===== config.mk =====
export PLATFORM = sky130hd
export DESIGN_NAME = board_cursor_ctrl
export DESIGN_NICKNAME = d
export VERILOG_FILES = /design/src/rtl/board_cursor_ctrl.sv
export SDC_FILE = /design/constraint.sdc
export NUM_CORES = 1
export LEC_CHECK = 0
export BUFFER_PORTS_ARGS = -buffer_cell sky130_fd_sc_hd__buf_2
export CAP_MARGIN = 10
export CORE_MARGIN = 8
export CORE_UTILIZATION = 40
export CTS_CLUSTER_SIZE = 12
export DETAILED_ROUTE_END_ITERATION = 10
export PLACE_DENSITY = 0.67
export SETUP_SLACK_MARGIN = 0.05
export SYNTH_ARGS = -nofsm -noshare
export SYNTH_HDL_FRONTEND = slang
export SYNTH_SLANG_ARGS = --single-unit

===== constraint.sdc =====
create_clock -name clk -period 7.3 [get_ports clk]
set_clock_uncertainty 0.15 [all_clocks]
set_input_delay 1.46 -clock clk [delete_from_list [all_inputs] [get_ports clk]]
set_output_delay 1.46 -clock clk [all_outputs]
set_load 0.02 [all_outputs]

===== src/rtl/board_cursor_ctrl.sv =====
// board_cursor_ctrl
// Turns debounced per-player key strobes into a cursor position on the 9x10
// board and a two-click (source, destination) move request for the game-state
// block. The cursor and selection also drive the VGA renderer.
//
// Ports
//   clk, rst          clock, synchronous active-high reset
//   tick              100 Hz strobe; every key input is sampled only on tick
//   s_up/dn/lf/rt     short-press pulses (one step each)
//   l_up/dn/lf/rt     long-press levels (step on rise, then auto-repeat)
//   s_sel, s_cancel   select / cancel pulses
//   move_ready/ok     downstream handshake and verdict for the pending move
//   cur_x, cur_y      cursor column 0..8 / row 0..9
//   sel_valid/x/y     latched source square
//   move_valid        move request pending; src/dst stable while high
//   move_src/dst      {x,y} of source / destination
//   move_rejected     one-cycle pulse after a rejected move
module board_cursor_ctrl #(
  parameter int unsigned INIT_X       = 4,
  parameter int unsigned INIT_Y       = 9,
  parameter int unsigned REPEAT_TICKS = 8
) (
  input  logic       clk,
  input  logic       rst,
  input  logic       tick,
  input  logic       s_up,
  input  logic       s_dn,
  input  logic       s_lf,
  input  logic       s_rt,
  input  logic       l_up,
  input  logic       l_dn,
  input  logic       l_lf,
  input  logic       l_rt,
  input  logic       s_sel,
  input  logic       s_cancel,
  input  logic       move_ready,
  input  logic       move_ok,
  output logic [3:0] cur_x,
  output logic [3:0] cur_y,
  output logic       sel_valid,
  output logic [3:0] sel_x,
  output logic [3:0] sel_y,
  output logic       move_valid,
  output logic [7:0] move_src,
  output logic [7:0] move_dst,
  output logic       move_rejected
);

  localparam logic [3:0] INIT_X4 = 4'(INIT_X);
  localparam logic [3:0] INIT_Y4 = 4'(INIT_Y);
  localparam logic [3:0] REP4    = 4'(REPEAT_TICKS);
  localparam logic [3:0] MAX_X   = 4'd8;
  localparam logic [3:0] MAX_Y   = 4'd9;

  typedef enum logic [1:0] {IDLE, SELECTED, REQUEST} state_t;

  state_t     state_q, state_d;
  logic [3:0] cur_x_q, cur_x_d, cur_y_q, cur_y_d;
  logic [3:0] sel_x_q, sel_x_d, sel_y_q, sel_y_d;
  logic       sel_valid_q, sel_valid_d;
  logic       move_valid_q, move_valid_d;
  logic [7:0] move_src_q, move_src_d, move_dst_q, move_dst_d;
  logic       move_rejected_q, move_rejected_d;
  logic [3:0] l_prev_q, l_prev_d;
  logic [3:0] rep_cnt_q, rep_cnt_d;

  // Direction bit order everywhere: {rt, lf, dn, up}
  logic [3:0] l_vec, s_vec, l_rise, step;
  logic       rep_fire;

  assign l_vec = {l_rt, l_lf, l_dn, l_up};
  assign s_vec = {s_rt, s_lf, s_dn, s_up};

  // Long-press edge detection and shared auto-repeat counter. Any edge of any
  // long level restarts the count; while something is held the counter fires
  // every REPEAT_TICKS ticks.
  always_comb begin
    l_rise    = l_vec & ~l_prev_q;
    l_prev_d  = l_prev_q;
    rep_cnt_d = rep_cnt_q;
    rep_fire  = 1'b0;
    if (tick) begin
      l_prev_d = l_vec;
      if (l_vec != l_prev_q) begin
        rep_cnt_d = 4'd0;
      end else if (|l_vec) begin
        if (rep_cnt_q + 4'd1 == REP4) begin
          rep_cnt_d = 4'd0;
          rep_fire  = 1'b1;
        end else begin
          rep_cnt_d = rep_cnt_q + 4'd1;
        end
      end
    end
  end

  // Short and long of the same direction OR together: one step at most.
  assign step = tick ? (s_vec | l_rise | (l_vec & {4{rep_fire}})) : 4'd0;

  // Cursor: opposite directions cancel, edges saturate, frozen in REQUEST.
  always_comb begin
    cur_x_d = cur_x_q;
    cur_y_d = cur_y_q;
    if (state_q != REQUEST) begin
      if (step[3] && !step[2] && cur_x_q != MAX_X) cur_x_d = cur_x_q + 4'd1;
      if (step[2] && !step[3] && cur_x_q != 4'd0)  cur_x_d = cur_x_q - 4'd1;
      if (step[1] && !step[0] && cur_y_q != MAX_Y) cur_y_d = cur_y_q + 4'd1;
      if (step[0] && !step[1] && cur_y_q != 4'd0)  cur_y_d = cur_y_q - 4'd1;
    end
  end

  // Next-state logic. Select compares against the pre-move cursor.
  always_comb begin
    state_d = state_q;
    case (state_q)
      IDLE: begin
        if (tick && s_sel && !s_cancel) state_d = SELECTED;
      end
      SELECTED: begin
        if (tick) begin
          if (s_cancel) state_d = IDLE;
          else if (s_sel) begin
            if (cur_x_q == sel_x_q && cur_y_q == sel_y_q) state_d = IDLE;
            else                                          state_d = REQUEST;
          end
        end
      end
      REQUEST: begin
        if (move_ready) state_d = move_ok ? IDLE : SELECTED;
      end
      default: state_d = IDLE;
    endcase
  end

  // Output logic: next values of the registered outputs.
  always_comb begin
    sel_x_d         = sel_x_q;
    sel_y_d         = sel_y_q;
    move_src_d      = move_src_q;
    move_dst_d      = move_dst_q;
    sel_valid_d     = (state_d != IDLE);
    move_valid_d    = (state_d == REQUEST);
    move_rejected_d = (state_q == REQUEST) && move_ready && !move_ok;
    if (state_q == IDLE && state_d == SELECTED) begin
      sel_x_d = cur_x_q;
      sel_y_d = cur_y_q;
    end
    if (state_d == IDLE) begin
      sel_x_d = 4'd0;
      sel_y_d = 4'd0;
    end
    if (state_q == SELECTED && state_d == REQUEST) begin
      move_src_d = {sel_x_q, sel_y_q};
      move_dst_d = {cur_x_q, cur_y_q};
    end
  end

  always_ff @(posedge clk) begin
    if (rst) begin
      state_q         <= IDLE;
      cur_x_q         <= INIT_X4;
      cur_y_q         <= INIT_Y4;
      sel_x_q         <= 4'd0;
      sel_y_q         <= 4'd0;
      sel_valid_q     <= 1'b0;
      move_valid_q    <= 1'b0;
      move_src_q      <= 8'd0;
      move_dst_q      <= 8'd0;
      move_rejected_q <= 1'b0;
      l_prev_q        <= 4'd0;
      rep_cnt_q       <= 4'd0;
    end else begin
      state_q         <= state_d;
      cur_x_q         <= cur_x_d;
      cur_y_q         <= cur_y_d;
      sel_x_q         <= sel_x_d;
      sel_y_q         <= sel_y_d;
      sel_valid_q     <= sel_valid_d;
      move_valid_q    <= move_valid_d;
      move_src_q      <= move_src_d;
      move_dst_q      <= move_dst_d;
      move_rejected_q <= move_rejected_d;
      l_prev_q        <= l_prev_d;
      rep_cnt_q       <= rep_cnt_d;
    end
  end

  assign cur_x         = cur_x_q;
  assign cur_y         = cur_y_q;
  assign sel_valid     = sel_valid_q;
  assign sel_x         = sel_x_q;
  assign sel_y         = sel_y_q;
  assign move_valid    = move_valid_q;
  assign move_src      = move_src_q;
  assign move_dst      = move_dst_q;
  assign move_rejected = move_rejected_q;

endmodule


==> impl_metrics.json, run 1 <==
{
  "yosysTopAreaCell": "dfxtp_1",
  "grt_first_pass_wirelength_microns": 9390,
  "grt_setup_unrepaired": "false",
  "crit_path_end_kind": "register",
  "fin_area_sq_um": 2810,
  "grt-ovfl-total": 0,
  "drv_cap": 0,
  "grt_max_degree": 36,
  "async_flop_share_pct": 0,
  "postSynthAreaPerCell_sq_um": 8.95,
  "max_stage_delay_ps": 360,
  "yosysWarnings": 0,
  "finalCritPeriodShare_pct": 59.7,
  "arrival_ps": 4450,
  "hp-class": "reg2reg",
  "cts_sinks": 45,
  "ys_seq_area_share_pct": 37.7,
  "ir_worst_vdd_v": 0.000111,
  "status": "finished, final reports clean",
  "clock_tree.root_cell": "clkbuf_8",
  "ys_types": 48,
  "synth_top_area_share_pct": 37.7,
  "path_clk_slew_ps": 90,
  "synth_area_leaders": "dfxtp_1 38%, mux2i_1 13%, nor2_1 6.8%, ha_1 4.7%, xnor2_1 3.7%",
  "min_from": "l_prev_q[3]",
  "crit_slowest_cell": "a211o_2",
  "antenna_found_initial": 0,
  "first_pass_iters": 4,
  "area_growth_pct": 17.5,
  "path_cells": "buf_2 -> ha_1 -> and4_1 -> o2111a_2 -> a211o_2 -> nand2b_1 -> or2_2 -> inv_1 -> ha_1 -> a21o_1 -> a21oi_1 -> a311oi_1 -> and3_1 -> o21ai_0 -> mux2i_1",
  "r2r_setup_slack_ps": 3870,
  "wl_per_cell_microns": 14.5,
  "post_cts_buffers": 0,
  "rr_startpoint": "l_prev_q[1]",
  "place_hpwl_microns": 4110,
  "syn-instance-count": 267,
  "cp.buffers_inverters": 2,
  "ff2ff_path_depth": 15,
  "finalHoldViolations": 0,
  "setup-violations-final": 0,
  "gp_congestion": 0.861,
  "setup_slack_ps": 2940,
  "grt_pass1_vias": 1952,
  "required_ps": 7390,
  "layout-drive-gt1-share_pct": 23.0,
  "cts_buffers": 5,
  "worst_hold_path.num_cells": 2,
  "cts_hold_buf": 0,
  "leakage_uw": 0.00119,
  "cpMostUsedCell": "ha_1",
  "path_class": "in2reg",
  "track_usage_pct": 13.2,
  "power_density_nw_per_um2": 190,
  "routed_wirelength_microns": 5630,
  "start_util_pct": 40.8,
  "r2r_end": "cur_y[3]",
  "io_buffers": 49,
  "hold_end": "l_prev_q[3]",
  "die_x_microns": 93.3,
  "postRouteAntennaNets": 0,
  "drc_errors": 0,
  "synth_edf_count": 0,
  "clockBufferDepth": 2,
  "first_iter_violations": 139,
  "worstSkewPairLatency_ps": 310,
  "crit_path_max_fanout": 8,
  "io_pins": 50,
  "crit_family": "compound AO/OA/AOI/OAI gates",
  "synth_fp_nets": 293,
  "nets": 338,
  "cts_tree": "yes",
  "die_height_microns": 93.3,
  "dp_slack_ps": 2620,
  "fmax_mhz": 229,
  "fp-row-count": 28,
  "vias_per_cell": 5.25,
  "diodes": 0,
  "drv_slew": 0,
  "die_area_sq_um": 8700,
  "period_needed_ps": 4360,
  "core_sq_um": 5850,
  "post_cts_resized": 0,
  "synth_area_sq_um": 2390,
  "tightest_slew_ps": 1060,
  "final_common_cell": "buf_2",
  "crit_path_start_kind": "input pin",
  "dr_total_vias": 2037,
  "post_dp_cell_area_sq_um": 2690,
  "synth-seq-cells": 45,
  "ys.flop_type": "dfxtp_1",
  "layout_common_cells": "49 x buf_2, 45 x dfxtp_1, 43 x nor2_1, 31 x mux2i_1, 15 x a21oi_1",
  "maxSlewHeadroom_pct": 29.2,
  "fin_setup_tns_ps": 0,
  "h-tree-depth": 2
}
-- cell families after synthesis --
kind of cell	after synthesis	synth area share, %
AOI/OAI and AO/OA	55	16.1
DFF	45	37.7
buffers and inverters	25	4.03
xor gates and xnor gates	11	4.03
and+or+nand+nor	88	18.2
muxes	32	13.6
adders and majority gates	11	6.39
-- layout make-up --
| class | count | area, sq um |
|---|---|---|
| tap | 75 | 93.8 |
| fill | 576 | 3040 |
| inverter | 13 | 48.8 |
| clock buffer | 5 | 68.8 |
| multi-input combinational | 197 | 1390 |
| clock inverter | 3 | 50.0 |
| timing repair buffer | 50 | 253 |
| sequential | 45 | 901 |
-- sequential cells by signal, summed over array words and instances (netlist names) --
register and cells:
move_dst 8, move_src 8, cur_x 4, cur_y 4
l_prev_q 4, rep_cnt_q 4, sel_x 4, sel_y 4
state_q 2, move_rejected 1, move_valid 1, sel_valid 1
-- worst reg2reg max path, cell delays in order, from the launching register on --
cell,delay (ps)
dfxtp_1,350
inv_1,50
ha_1,280
and4_1,230
o2111a_2,190
a211o_2,360
nand2b_1,130
or2_2,290
inv_1,90
ha_1,230
a21o_1,170
a21oi_1,180
a311oi_1,70
and3_1,200
o21ai_0,190
mux2i_1,200
-- cell usage after synthesis (3+ instances only) --
cell type / number
a21o_1: 3
a21oi_1: 15
clkbuf_1: 10
dfxtp_1: 45
ha_1: 9
inv_1: 13
mux2i_1: 31
nand2_1: 12
nand3_1: 3
nand4_1: 3
nor2_1: 43
o211ai_1: 3
o21a_1: 4
o21ai_0: 8
o31ai_1: 3
or2_2: 5
or4_1: 3
xnor2_1: 10
-- stage by stage --
stage | utilization, % | hold WS [ps] | cells | power [uW]
global placement | 46.0 | 308 | 380 | 336
global route | 48.0 | 340 | 388 | 555
floorplan | - | 295 | 267 | 316
finish | 48.0 | 325 | 388 | 534
detailed placement | 46.0 | 308 | 380 | 337
CTS | 48.0 | 322 | 388 | 539
-- metal layers --
metal	wire, microns	vias to the layer above	global-route usage, %
met5	0	-	0
met4	77	0	5.64
met3	204	5	2.40
met2	2730	42	22.0
met1	2610	957	16.3
li1	-	1033	-
-- power by group --
group	internal [uW]	total (uW)	switching, uW
Combinational	29.8	69.4	39.6
Sequential	251	262	10.9
Clock	105	203	97.5
-- how the worst max path moves through the flow --
stage	to	slack (ps)	start	depth (start not counted)
6_report	cur_y[3]	2940	l_dn	15
3_5_place_dp	cur_y[3]	2620	l_dn	15
5_1_grt	cur_y[3]	2700	l_dn	15
3_3_place_gp	cur_y[3]	2710	l_dn	15
4_1_cts	cur_y[3]	2940	l_dn	15
2_1_floorplan	cur_y[3]	2980	l_dn	14
Power figures use the tool's default switching activity.
==> run 2, diff against run 1 <==
Settings changed: PLACE_DENSITY 0.67 to 0.7.
Clock period 7.3 ns to 4 ns, I/O delays scaled along.
==> run 2 against run 1 <==
Power is 78% higher. Clock power increased by 70%. Wire length fell by 2.1%. First-iteration DRC count fell by 51%. Critical endpoint unchanged. Register-to-register slack got worse by 3300 ps. Die area unchanged. Global-route usage shrank 0.16 points. Worst hold slack better by 4.1 ps. Sequential share of layout area fell by 0.21 points. Core utilization grew 0.32 points. Clock-buffer cell count unchanged. Critical path type unchanged. Non-clock buffer count is 4 higher.
==> impl_metrics.json, run 2 (synthesized netlist as in run 1, its figures left out) <==
{
  "setup_slack_ps": 316,
  "ir_worst_vdd_v": 0.000188,
  "period_needed_ps": 3680,
  "drv_slew": 0,
  "place_hpwl_microns": 4030,
  "dp_slack_ps": -8.48,
  "io_pins": 50,
  "die_area_sq_um": 8700,
  "antenna_found_initial": 0,
  "dp.cells": 384,
  "io_buffers": 49,
  "vias_per_cell": 5.23,
  "drv_cap": 0,
  "comb_power_share_pct": 13.8,
  "grt_max_degree": 36,
  "h-tree-depth": 2,
  "finalCritPeriodShare_pct": 92.1,
  "final_cells": 391,
  "clockBufferDepth": 2,
  "track_usage_pct": 13.0,
  "core_sq_um": 5850,
  "finalHoldViolations": 0,
  "diodes": 0,
  "switching_share_pct": 26.5,
  "setup-violations-final": 0,
  "post_cts_buffers": 0,
  "power_density_nw_per_um2": 337,
  "fin_area_sq_um": 2830,
  "cts_tree": "yes",
  "cts_sinks": 45,
  "layout-drive-gt1-share_pct": 23.7,
  "grt-ovfl-total": 0,
  "tightest_slew_ps": 668,
  "area_growth_pct": 18.3,
  "hp-class": "reg2reg",
  "leakage_uw": 0.00120,
  "grt_pass1_vias": 1992,
  "grt_setup_unrepaired": "false",
  "seq_power_share_pct": 49.9,
  "p_sw_uw": 253,
  "clockPowerShare_pct": 36.3,
  "grt_first_pass_wirelength_microns": 9270,
  "p_int_uw": 700,
  "fin_util_pct": 48.3,
  "fp-row-count": 28,
  "post_cts_resized": 0,
  "drc_errors": 0,
  "routed_wirelength_microns": 5510,
  "arrival_ps": 3770,
  "postRouteAntennaNets": 0,
  "gp_congestion": 0.818,
  "post_dp_cell_area_sq_um": 2720,
  "worst_hold_path.num_cells": 2,
  "cts_hold_buf": 0,
  "layout_common_cells": "49 x buf_2, 45 x dfxtp_1, 43 x nor2_1, 31 x mux2i_1, 15 x a21oi_1",
  "first_pass_iters": 4,
  "maxSlewHeadroom_pct": 55.5,
  "start_util_pct": 40.8,
  "fmax_mhz": 271,
  "ff2ff_path_depth": 15,
  "num-fill-cells": 562,
  "path_class": "in2reg",
  "die_x_microns": 93.3,
  "wl_per_cell_microns": 14.1,
  "cts_buffers": 5,
  "dr_total_vias": 2043,
  "worstSkewPairLatency_ps": 300,
  "crit_path_start_kind": "input pin",
  "required_ps": 4090,
  "die_height_microns": 93.3,
  "nets": 342,
  "crit_path_end_kind": "register",
  "total_power_uw": 953,
  "crit_path_max_fanout": 7,
  "first_iter_violations": 68,
  "path_clk_slew_ps": 90,
  "final_common_cell": "buf_2",
  "clock_tree.root_cell": "clkbuf_8",
  "status": "finished, final reports clean"
}
## run 2: changes by cell type in the layout (fill, tap and decap cells not counted)
cell,delta
inv_6,+1
buf_4,+4
inv_8,-1
clkinv_4,-1
## run 2: power groups by stage
stage,Clock [uW],Combinational [uW],Sequential (uW)
finish,345,132,475
CTS,356,133,476
detailed placement,0,132,486
global placement,0,129,486
floorplan,0,90.3,486
global route,371,148,478
## run 2: final cells by class
| class | count | area, sq um | area share (%) |
|---|---|---|---|
| Inverter | 13 | 48.8 | 1.73 |
| Clock buffer | 5 | 68.8 | 2.43 |
| Timing Repair Buffer | 54 | 283 | 10.0 |
| Multi-Input combinational cell | 197 | 1390 | 49.3 |
| Tap cell | 75 | 93.8 | 3.32 |
| Clock inverter | 2 | 38.8 | 1.37 |
| Sequential cell | 45 | 901 | 31.9 |
## run 2: path summary, 6_finish.rpt
check	from	end	slack (ps)
min reg2reg	l_prev_q[3]	l_prev_q[3]	330
min	l_prev_q[3]	l_prev_q[3]	330
max	l_dn	cur_y[3]	320
max reg2reg	l_prev_q[1]	cur_y[3]	580
## run 2: layer usage
metal	vias to the layer above	track usage, %	wire length [microns]
met1	952	16.4	2630
met5	-	0	0
li1	1049	-	-
met3	6	2.48	199
met4	0	4.83	70
met2	36	21.5	2610
## run 2: worst max-delay path: stages
cell and delay [ps]:
buf_2 140, ha_1 310, and4_1 240, o2111a_2 150, a211o_2 350, nand2b_1 130, or2_2 290, inv_1 90
ha_1 240, a21o_1 170, a21oi_1 170, a311oi_1 70, and3_1 200, o21ai_0 210, mux2i_1 200
## run 2: metrics by stage
stage	setup TNS, ps	hold slack (ps)
3_3_place_gp	0	305
3_5_place_dp	-8.48	315
6_report	0	329
4_1_cts	0	331
5_1_grt	0	374
2_1_floorplan	0	295
==> run 3, diff against run 2 <==
Settings changed: CORE_ASPECT_RATIO set to 1.2.
==> run 3 against run 2 <==
Die area up 0.12%. Core utilization fell by 0.33 points. Non-clock buffer count rose by 1. Critical path type unchanged. First-iteration DRC count up 37%. Final area hardly changed. Flip-flop and latch count stayed put. Power shrank 5.4%. Largest power group unchanged.
==> impl_metrics.json, run 3 (synthesized netlist as in run 1, its figures left out) <==
{
  "status": "finished, final reports clean",
  "worstSkewPairLatency_ps": 300,
  "grt_pass1_vias": 2019,
  "drv_cap": 0,
  "drv_slew": 0,
  "layout-drive-gt1-share_pct": 24.2,
  "start_util_pct": 40.5,
  "seqCellArea_sq_um": 901,
  "die_height_microns": 101,
  "crit_path_max_fanout": 7,
  "num-fill-cells": 607,
  "track_usage_pct": 12.9,
  "post_cts_resized": 0,
  "setup-violations-final": 0,
  "die_area_sq_um": 8710,
  "fin_setup_tns_ps": 0,
  "layout_common_cells": "49 x buf_2, 45 x dfxtp_1, 43 x nor2_1, 31 x mux2i_1, 15 x a21oi_1",
  "cpMostUsedCell": "ha_1",
  "setup_slack_ps": 371,
  "grt_setup_unrepaired": "false",
  "maxSlewHeadroom_pct": 58.4,
  "clockPowerShare_pct": 32.5,
  "p_int_uw": 642,
  "grt_max_degree": 36,
  "h-tree-depth": 2,
  "gp_congestion": 0.792,
  "diodes": 0,
  "routed_wirelength_microns": 5590,
  "clockBufferDepth": 2,
  "crit_start": "l_dn",
  "dr_total_vias": 2078,
  "comb_power_share_pct": 14.4,
  "rr_startpoint": "l_prev_q[1]",
  "path_cells": "buf_2 -> ha_1 -> and4_1 -> o2111a_2 -> a211o_2 -> nand2b_1 -> or2_2 -> inv_1 -> ha_1 -> a21o_1 -> a21oi_1 -> a311oi_1 -> and3_1 -> o21ai_0 -> mux2i_1",
  "antenna_found_initial": 0,
  "place_hpwl_microns": 4220,
  "crit_family": "compound AO/OA/AOI/OAI gates",
  "seq_power_share_pct": 53.1,
  "path_class": "in2reg",
  "fp-row-count": 31,
  "power_density_nw_per_um2": 318,
  "cts_buffers": 5,
  "nets": 343,
  "core_sq_um": 5900,
  "hp-class": "reg2reg",
  "p_sw_uw": 258,
  "io_pins": 50,
  "finalCritPeriodShare_pct": 90.7,
  "switching_share_pct": 28.7,
  "grt_first_pass_wirelength_microns": 9140,
  "tightest_slew_ps": 622,
  "ir_worst_vdd_v": 0.000157,
  "leakage_uw": 0.00120,
  "required_ps": 4080,
  "io_buffers": 49,
  "first_pass_iters": 5,
  "crit_path_end_kind": "register",
  "arrival_ps": 3710,
  "first_iter_violations": 93,
  "clock_tree.root_cell": "clkbuf_8",
  "cts_hold_buf": 0,
  "period_needed_ps": 3630,
  "vias_per_cell": 5.20,
  "post_cts_buffers": 0,
  "cts_sinks": 45,
  "drc_errors": 0,
  "multi_input_area_sq_um": 1390,
  "cp.buffers_inverters": 2,
  "grt-ovfl-total": 0,
  "finalHoldViolations": 0,
  "crit_slowest_cell": "a211o_2",
  "area_growth_pct": 18.4,
  "postRouteAntennaNets": 0,
  "min_from": "l_prev_q[3]",
  "final_common_cell": "buf_2",
  "die_x_microns": 86.6,
  "crit_path_start_kind": "input pin",
  "path_clk_slew_ps": 90,
  "cts_tree": "yes",
  "fmax_mhz": 276,
  "dp_slack_ps": 36.4,
  "max_stage_delay_ps": 350,
  "total_power_uw": 901,
  "wl_per_cell_microns": 14.0
}
run 3: changes by cell type in the layout (fill, tap and decap cells not counted), sizes merged:
cell / change
bufinv: -1
clkinvlp: +1
inv: +1
buf: +1
run 3: cell type report:
type                       count  area share (%)
multi-input combinational    197            49.2
clock buffer                   5            2.43
tap                           82            3.63
clock inverter                 3           0.885
sequential                    45            31.8
timing repair buffer          55            10.3
inverter                      13            1.72
run 3: routing by layer:
layer	part of all wire, %	wire (microns)	GRT usage, %
met2	49	2750	22.3
met3	4.1	227	2.53
met5	0	0	0
met4	1.6	87	4.91
met1	45	2520	15.1
run 3: path summary, 6_finish.rpt:
check             slack [ps]          end  cells past startpoint
setup reg to reg         640     cur_y[3]                     15
hold / removal           330  l_prev_q[3]                      2
setup / recovery         370     cur_y[3]                     15
hold reg to reg          330  l_prev_q[3]                      2
run 3: worst reg2reg max path, stage by stage, from the launching register on:
cell,delay (ps)
dfxtp_1,350
inv_1,50
ha_1,280
and4_1,240
o2111a_2,140
a211o_2,350
nand2b_1,130
or2_2,290
inv_1,90
ha_1,230
a21o_1,170
a21oi_1,180
a311oi_1,70
and3_1,200
o21ai_0,180
mux2i_1,200
run 3: power groups by stage:
stage	combinational [uW]	sequential, uW	clock (uW)
after global placement	128	488	0
after global routing	144	481	321
after CTS	131	478	303
after detailed placement	131	489	0
after floorplan	90.3	486	0
final	130	478	293
run 3: stage by stage:
step	hold WS [ps]	std cells	instance area (sq um)	util (%)
after global placement	306	392	2740	46.4
after global routing	353	400	2830	48.0
after floorplan	295	267	2390	-
final	329	400	2830	48.0
after CTS	334	400	2830	48.0
after detailed placement	320	392	2740	46.4
